[src/rtl/sdp_rd_arb.sv]
// sdp_rd_arb
//   Shares the single read port of an sdp memory between two requesters.
//   The address side uses round-robin arbitration. An in-order tag FIFO
//   remembers which requester issued each outstanding read, so that every
//   response is steered back to its owner. The block adds no latency: it is
//   combinational steering plus tag bookkeeping.
//
// Ports
//   clk, rst                    clock, synchronous active-low reset
//   r0_addr_* / r1_addr_*       requester read-address channels (valid/ready/data)
//   r0_data_* / r1_data_*       requester read-data channels (valid/ready/data)
//   m_addr_*                    to the sdp read-port address channel
//   m_data_*                    from the sdp read-port data channel
//   busy                        at least one read outstanding
module sdp_rd_arb #(
    parameter int W_ADDR    = 16,
    parameter int W_DATA    = 16,
    parameter int TAG_DEPTH = 4
) (
    input  logic              clk,
    input  logic              rst,

    input  logic              r0_addr_valid,
    output logic              r0_addr_ready,
    input  logic [W_ADDR-1:0] r0_addr_data,
    output logic              r0_data_valid,
    input  logic              r0_data_ready,
    output logic [W_DATA-1:0] r0_data_data,

    input  logic              r1_addr_valid,
    output logic              r1_addr_ready,
    input  logic [W_ADDR-1:0] r1_addr_data,
    output logic              r1_data_valid,
    input  logic              r1_data_ready,
    output logic [W_DATA-1:0] r1_data_data,

    output logic              m_addr_valid,
    input  logic              m_addr_ready,
    output logic [W_ADDR-1:0] m_addr_data,
    input  logic              m_data_valid,
    output logic              m_data_ready,
    input  logic [W_DATA-1:0] m_data_data,

    output logic              busy
);

    localparam int PW = $clog2(TAG_DEPTH);
    localparam logic [PW:0] FULL_CNT = (PW+1)'(TAG_DEPTH);

    // Tag FIFO: one bit per outstanding read holding the requester id.
    logic [TAG_DEPTH-1:0] tag_q;
    logic [PW-1:0]        wr_ptr;
    logic [PW-1:0]        rd_ptr;
    logic [PW:0]          count;

    logic prio;       // requester that wins when both are valid
    logic locked;     // m_addr_valid was shown without a handshake
    logic locked_id;  // grant that must be held while locked

    logic tag_full;
    logic has_head;
    logic head;
    logic grant;
    logic addr_hs;
    logic data_hs;

    assign tag_full = (count == FULL_CNT);
    assign has_head = (count != '0);
    assign head     = tag_q[rd_ptr];

    // Grant selection. While locked the previous grant is held, so that a
    // late-arriving higher-priority requester cannot change the address
    // presented downstream before it has been accepted.
    always_comb begin
        grant = 1'b0;
        if (locked)
            grant = locked_id;
        else if (r0_addr_valid && r1_addr_valid)
            grant = prio;
        else
            grant = r1_addr_valid;
    end

    // Address side is gated by rst so nothing is offered while in reset.
    assign m_addr_valid  = rst & (r0_addr_valid | r1_addr_valid) & ~tag_full;
    assign m_addr_data   = grant ? r1_addr_data : r0_addr_data;
    assign r0_addr_ready = rst & ~grant & m_addr_ready & ~tag_full;
    assign r1_addr_ready = rst &  grant & m_addr_ready & ~tag_full;
    assign addr_hs       = m_addr_valid & m_addr_ready;

    // Response side: only the head-tag owner sees the response. Data is
    // broadcast and qualified by valid.
    assign r0_data_valid = m_data_valid & has_head & ~head;
    assign r1_data_valid = m_data_valid & has_head &  head;
    assign r0_data_data  = m_data_data;
    assign r1_data_data  = m_data_data;
    // A response with no outstanding tag is never accepted.
    assign m_data_ready  = has_head & (head ? r1_data_ready : r0_data_ready);
    assign data_hs       = m_data_valid & m_data_ready;

    assign busy = has_head;

    always_ff @(posedge clk) begin
        if (!rst) begin
            wr_ptr    <= '0;
            rd_ptr    <= '0;
            count     <= '0;
            prio      <= 1'b0;
            locked    <= 1'b0;
            locked_id <= 1'b0;
        end else begin
            if (addr_hs) begin
                tag_q[wr_ptr] <= grant;
                wr_ptr        <= wr_ptr + 1'b1;
                prio          <= ~grant;
            end
            if (data_hs)
                rd_ptr <= rd_ptr + 1'b1;

            // Push and pop together leave count unchanged. Full blocks the
            // push even when a pop happens in the same cycle.
            case ({addr_hs, data_hs})
                2'b10:   count <= count + 1'b1;
                2'b01:   count <= count - 1'b1;
                default: count <= count;
            endcase

            locked    <= m_addr_valid & ~m_addr_ready;
            locked_id <= grant;
        end
    end

endmodule

[config.mk]
export PLATFORM = sky130hd
export DESIGN_NAME = sdp_rd_arb
export DESIGN_NICKNAME = d
export VERILOG_FILES = /design/src/rtl/sdp_rd_arb.sv
export SDC_FILE = /design/constraint.sdc
export NUM_CORES = 1
export LEC_CHECK = 0
export BUFFER_PORTS_ARGS = -buffer_cell sky130_fd_sc_hd__buf_2
export CAP_MARGIN = 5
export CORE_MARGIN = 10
export CORE_UTILIZATION = 40
export DETAILED_ROUTE_END_ITERATION = 7
export GPL_TIMING_DRIVEN = 0
export PLACE_DENSITY = 0.86
export SYNTH_ARGS = -nofsm -noshare
export SYNTH_HDL_FRONTEND = slang
export SYNTH_SLANG_ARGS = --single-unit
[constraint.sdc]
create_clock -name clk -period 5.1 [get_ports clk]
set_clock_uncertainty 0.15 [all_clocks]
set_input_delay 0 -clock clk [delete_from_list [all_inputs] [get_ports clk]]
set_output_delay 0 -clock clk [all_outputs]
set_load 0.02 [all_outputs]
=== After elaboration in Yosys (flattened, before gate mapping) ===
Index checks and enable logic that the tools add are counted.

* Output and inout port bits: 55
* Bits of input ports: 56
* Register bits: 14
* Word-level logic and storage cells: 52

* Bitwise gates (word level): 20
* Reduce and logical (&&, ||, !) cells: 5
* Order comparisons: 3
* $add $sub $neg: 4
* Muxes and demuxes: 10
* Equal/unequal tests: 3

{| class="wikitable"
|+ Operators with widths
! cell !! count
|-
| $mux W16 || 1
|-
| $and A1 B1 Y1 || 15
|-
| $lt A2 B3 Y1 const B || 2
|-
| $pmux W3 S2 || 1
|-
| $mux W1 || 5
|-
| $add A2 B1 Y2 const B || 2
|-
| $bwmux W4 || 1
|-
| $not A1 Y1 || 4
|-
| $add A3 B1 Y3 const B || 1
|-
| $eq A3 B3 Y1 const B || 1
|-
| $reduce_bool A3 Y1 || 1
|-
| $sub A3 B1 Y3 const B || 1
|-
| $bmux W1 S2 || 1
|-
| $demux W1 S2 || 1
|-
| $eq A2 B1 Y1 const B || 1
|-
| $eq A2 B2 Y1 const B || 1
|-
| $ge A2 B1 Y1 const B || 1
|-
| $logic_and A1 B1 Y1 || 2
|-
| $reduce_and A2 Y1 || 1
|-
| $reduce_bool A2 Y1 || 1
|-
| $or A1 B1 Y1 || 1
|}

=== Longest topological paths before layout ===
* Depth after elaboration: 7
* Mapped depth: 10
* Depth with buffers taken out: 10

=== Least setup slack after synthesis ===
No wires, ideal clock.

* Kind: flip-flop to flip-flop
* Start: reg count[0]
* End: reg count[2]
* Clock period less this slack: 2.487 ns
* Cell stages (with the launch flop): 11
* Buffers on the path: 1
* Arrival: 2.262 ns
* Slack: 2.613 ns
* Cells stage by stage: dfxtp_1 -> or3b_1 -> and4b_1 -> buf_6 -> inv_2 -> ha_1 -> inv_1 -> fa_1 -> xor2_1 -> or3_1 -> a21boi_0

* Cells in the longest elaborated chain, start to end: 6
* Elaborated cells between the ends (all ways): 13

{| class="wikitable"
|+ RTL lines
! item !! RTL line !! RTL
|-
| start, declared || 54 || <nowiki>logic [PW:0] count;</nowiki>
|-
| start signal, assigned || 123 || <nowiki>2'b10: count <= count + 1'b1;</nowiki>
|-
| start signal, assigned || 124 || <nowiki>2'b01: count <= count - 1'b1;</nowiki>
|-
| start signal, assigned || 125 || <nowiki>default: count <= count;</nowiki>
|-
| $eq A3 B3 Y1 || 67 || <nowiki>assign tag_full = (count == FULL_CNT);</nowiki>
|-
| $not A1 Y1 || 85 || <nowiki>assign m_addr_valid = rst & (r0_addr_valid | r1_addr_valid) & ~tag_full;</nowiki>
|-
| $and A1 B1 Y1 || 85 ||
|-
| $and A1 B1 Y1 || 89 || <nowiki>assign addr_hs = m_addr_valid & m_addr_ready;</nowiki>
|-
| $eq A2 B1 Y1 / $eq A2 B2 Y1 (equally long branches) || 122 || <nowiki>case ({addr_hs, data_hs})</nowiki>
|-
| $pmux W3 S2 / $reduce_bool A2 Y1 (equally long branches) || -- ||
|}

Parallel ways exist; a longest one is shown, timed or not.
A chain may end at the register's enable or synchronous reset.

=== Worst setup path in the final report ===
Ends and elaborated chain as after synthesis.

==> summary.md <==
| Metric | Value |
|---|---|
| Drt wl/cell | `15.4 µm` |
| Fin cells | `263` |
| Port buffer count | `94` |
| Failing checks | `negative hold slack` |
| Fmax | `375 MHz` |
| Critical Path Source Type | `flip-flop` |
| Yosys warns | `0` |
| Synth cell types | `31` |
| Pwr dens | `209 mW/mm²` |
| Worst min-delay path class | `input pin to flip-flop` |
| Syn Std Cell Area | `0.00121 mm²` |
| Hpwl dp | `3560 µm` |
| Synthesized flop and latch total | `14` |
| Worst skew pair latency | `0.29 ns` |
| Slew Viols, Final | `0` |
| Yosys top cell area share | `0.199` |
| TritonCTS clock tree | `done` |
| Routed length on met3 | `782 µm` |
| Worst Path Class, Setup | `flip-flop to flip-flop` |
| DRT Pass-1 Iters | `5` |
| Power Total | `373 µW` |
| Die area | `0.00562 mm²` |
| CTS sink count | `14` |
| Clk slew on worst S/H paths | `0.08 ns` |
| DRC Markers | `0` |
| Number of filler cells placed in the layout | `245` |
| Synth-to-layout area growth | `47.7%` |
| # H-tree levels | `1` |
| Asr flop ratio synth | `0` |
| Hold slack final | `-0.00353 ns` |
| Fin crit share | `0.522` |
| Die Y | `74.9 µm` |
| Fin crit period | `2.66 ns` |
| Leak | `0.953 nW` |
| Number of synthesized flops with an enable pin | `4` |
| MaxCap Viol Count | `0` |
| Core Region | `0.00283 mm²` |
| Seq/Total Area, Yosys | `0.265` |
| Tot GR Track Use | `0.128` |
| I/O pin cnt | `111` |
| Ys flop type | `dfxtp_1` |
| Highest Signal Layer | `met4` |
| Num CTS Buffers | `3` |
| Die X | `74.9 µm` |
| Rows | `19` |
| Final setup vio count | `0` |
| # hold bufs at CTS | `3` |
| CTS max path bufs | `2` |
| Root buffer cell | `clkbuf_4` |
| Routability congestion estimate | `0.775` |
| Initial Util | `0.427` |
| Post-Route WL | `4050 µm` |
| Outcome | `complete, but fails checks` |
| Layout cells sized above 1 | `0.668` |
| Vias per cell | `4.61` |
| VDD IR-drop max | `90.7 µV` |
| Initial antenna violation count | `0` |
| Least-Margin Pin Slew | `0.405 ns` |
| Reg2reg setup slack | `2.44 ns` |
| Drt initial violations | `15` |
| Fin nets | `295` |
| Cells after DPL | `256` |
| Leading area contributor after synthesis | `buf_4` |
| Crit path required time | `5.17 ns` |
| Vias in the first global route | `1,265` |
| First-pass GRT wire length | `5660 µm` |
| Largest net degree at the start of global routing | `14` |
| Crit end category | `flip-flop` |
| Ant diodes | `0` |
| Fin. Hold Viols | `1` |
| Remaining Overflow, GRT | `0` |
| Cell with the most instances after synthesis | `buf_4` |
| Top cells by area, synth | `buf_4, dfxtp_1, mux2_2` |
| Worst-path fanout max | `8` |
| CP Data Arrival Time | `2.73 ns` |
| Post-synthesis cell count | `131` |
| Unrepaired setup endpoints after global routing | `false` |
| Synth top cells by count | `buf_4, mux2_2, dfxtp_1` |
| Post-CTS sizing | `0` |
| Detailed route wirelength on metal2 | `2050 µm` |
| Rel. slew slack | `0.730` |
| Mean post-synth cell area | `9.22 µm²` |
| Post-route ant nets | `0` |
| Final TNS setup | `0 ns` |
| Via count | `1,212` |
| DRT met1 WL | `1190 µm` |
| Post CTS Setup Buffer Count | `0` |
| Syn Nets | `193` |
kinds of logic (layout without fill, tap and decap cells):
kind of cell | Yosys count | count (layout) | share of synthesized area
AO/OA/AOI/OAI | 7 | 7 | 0.0332
XOR/XNOR | 2 | 2 | 0.0145
multiplexers | 25 | 25 | 0.225
buffers and inverters | 44 | 145 | 0.245
flip-flops | 14 | 14 | 0.265
adder cells (fa/ha/maj) | 6 | 6 | 0.0684
AND/OR/NAND/NOR | 33 | 33 | 0.149
power breakdown:
group | total (mW) | switching (mW) | internal [mW]
registers | 0.128 | 0.00569 | 0.122
clock network | 0.0804 | 0.0369 | 0.0435
logic | 0.165 | 0.0879 | 0.0772
state kept, by name, summed over array words and instances (netlist names):
register	cells
tag_q	4
count	3
rd_ptr	2
wr_ptr	2
locked	1
locked_id	1
prio	1
final cells by class:
type,instances,area (µm²),area share
multi-input combinational,73,592,0.332
timing repair buffer,97,500,0.281
sequential,14,320,0.180
buffer,36,265,0.149
tap,31,38.8,0.0218
clock buffer,4,36.3,0.0204
inverter,8,30.0,0.0168
metrics by stage:
step / area (µm²) / worst slack, ns / utilization / hold slack, ns
final: 1780 / 2.44 / 0.630 / -0.00353
after global routing: 1780 / 2.29 / 0.630 / 0.00431
after CTS: 1780 / 2.42 / 0.630 / 0.00167
after detailed placement: 1720 / 2.46 / 0.607 / 0.0621
after global placement: 1720 / 2.47 / 0.607 / 0.0539
after floorplan: 1210 / 2.61 / - / -0.0707
path summary, 6_finish.rpt:
kind	startpoint	end	cells after the start
worst max-delay path	count[0]	count[2]	10
worst max register to register	count[0]	count[2]	10
worst min-delay path	r1_data_ready	rd_ptr[0]	4
worst min register to register	prio	prio	2
critical path, cell delays in order, from the launching register on:
cell	delay [ns]
dfxtp_1	0.35
or3b_1	0.42
and4b_1	0.23
buf_6	0.13
inv_2	0.07
ha_1	0.19
inv_1	0.06
fa_1	0.37
xor2_1	0.16
or3_1	0.30
a21boi_0	0.16
layer usage:
metal,global-route usage,vias up
met3,0.0828,3
met1,0.0973,525
met2,0.255,83
met4,0.0315,0
li1,-,601
met5,0,-
cells in the final DEF, fill, tap and decap left out, drive strengths merged:
cell         instances
o21ai                5
nand3                1
inv                  8
mux2                17
buf                129
nand2b               1
and4b                1
mux2i                8
xnor2                1
or3b                 1
a21boi               1
dfxtp               10
o21bai               1
nor2                 6
and2                 7
or3                  1
nor3                 2
dlygate4sd3          3
and3b                1
nand2                9
fa                   1
nor2b                2
xor2                 1
ha                   5
clkbuf               5
nor3b                1
edfxtp               4
Note: power is estimated with default switching activity, not from simulation.
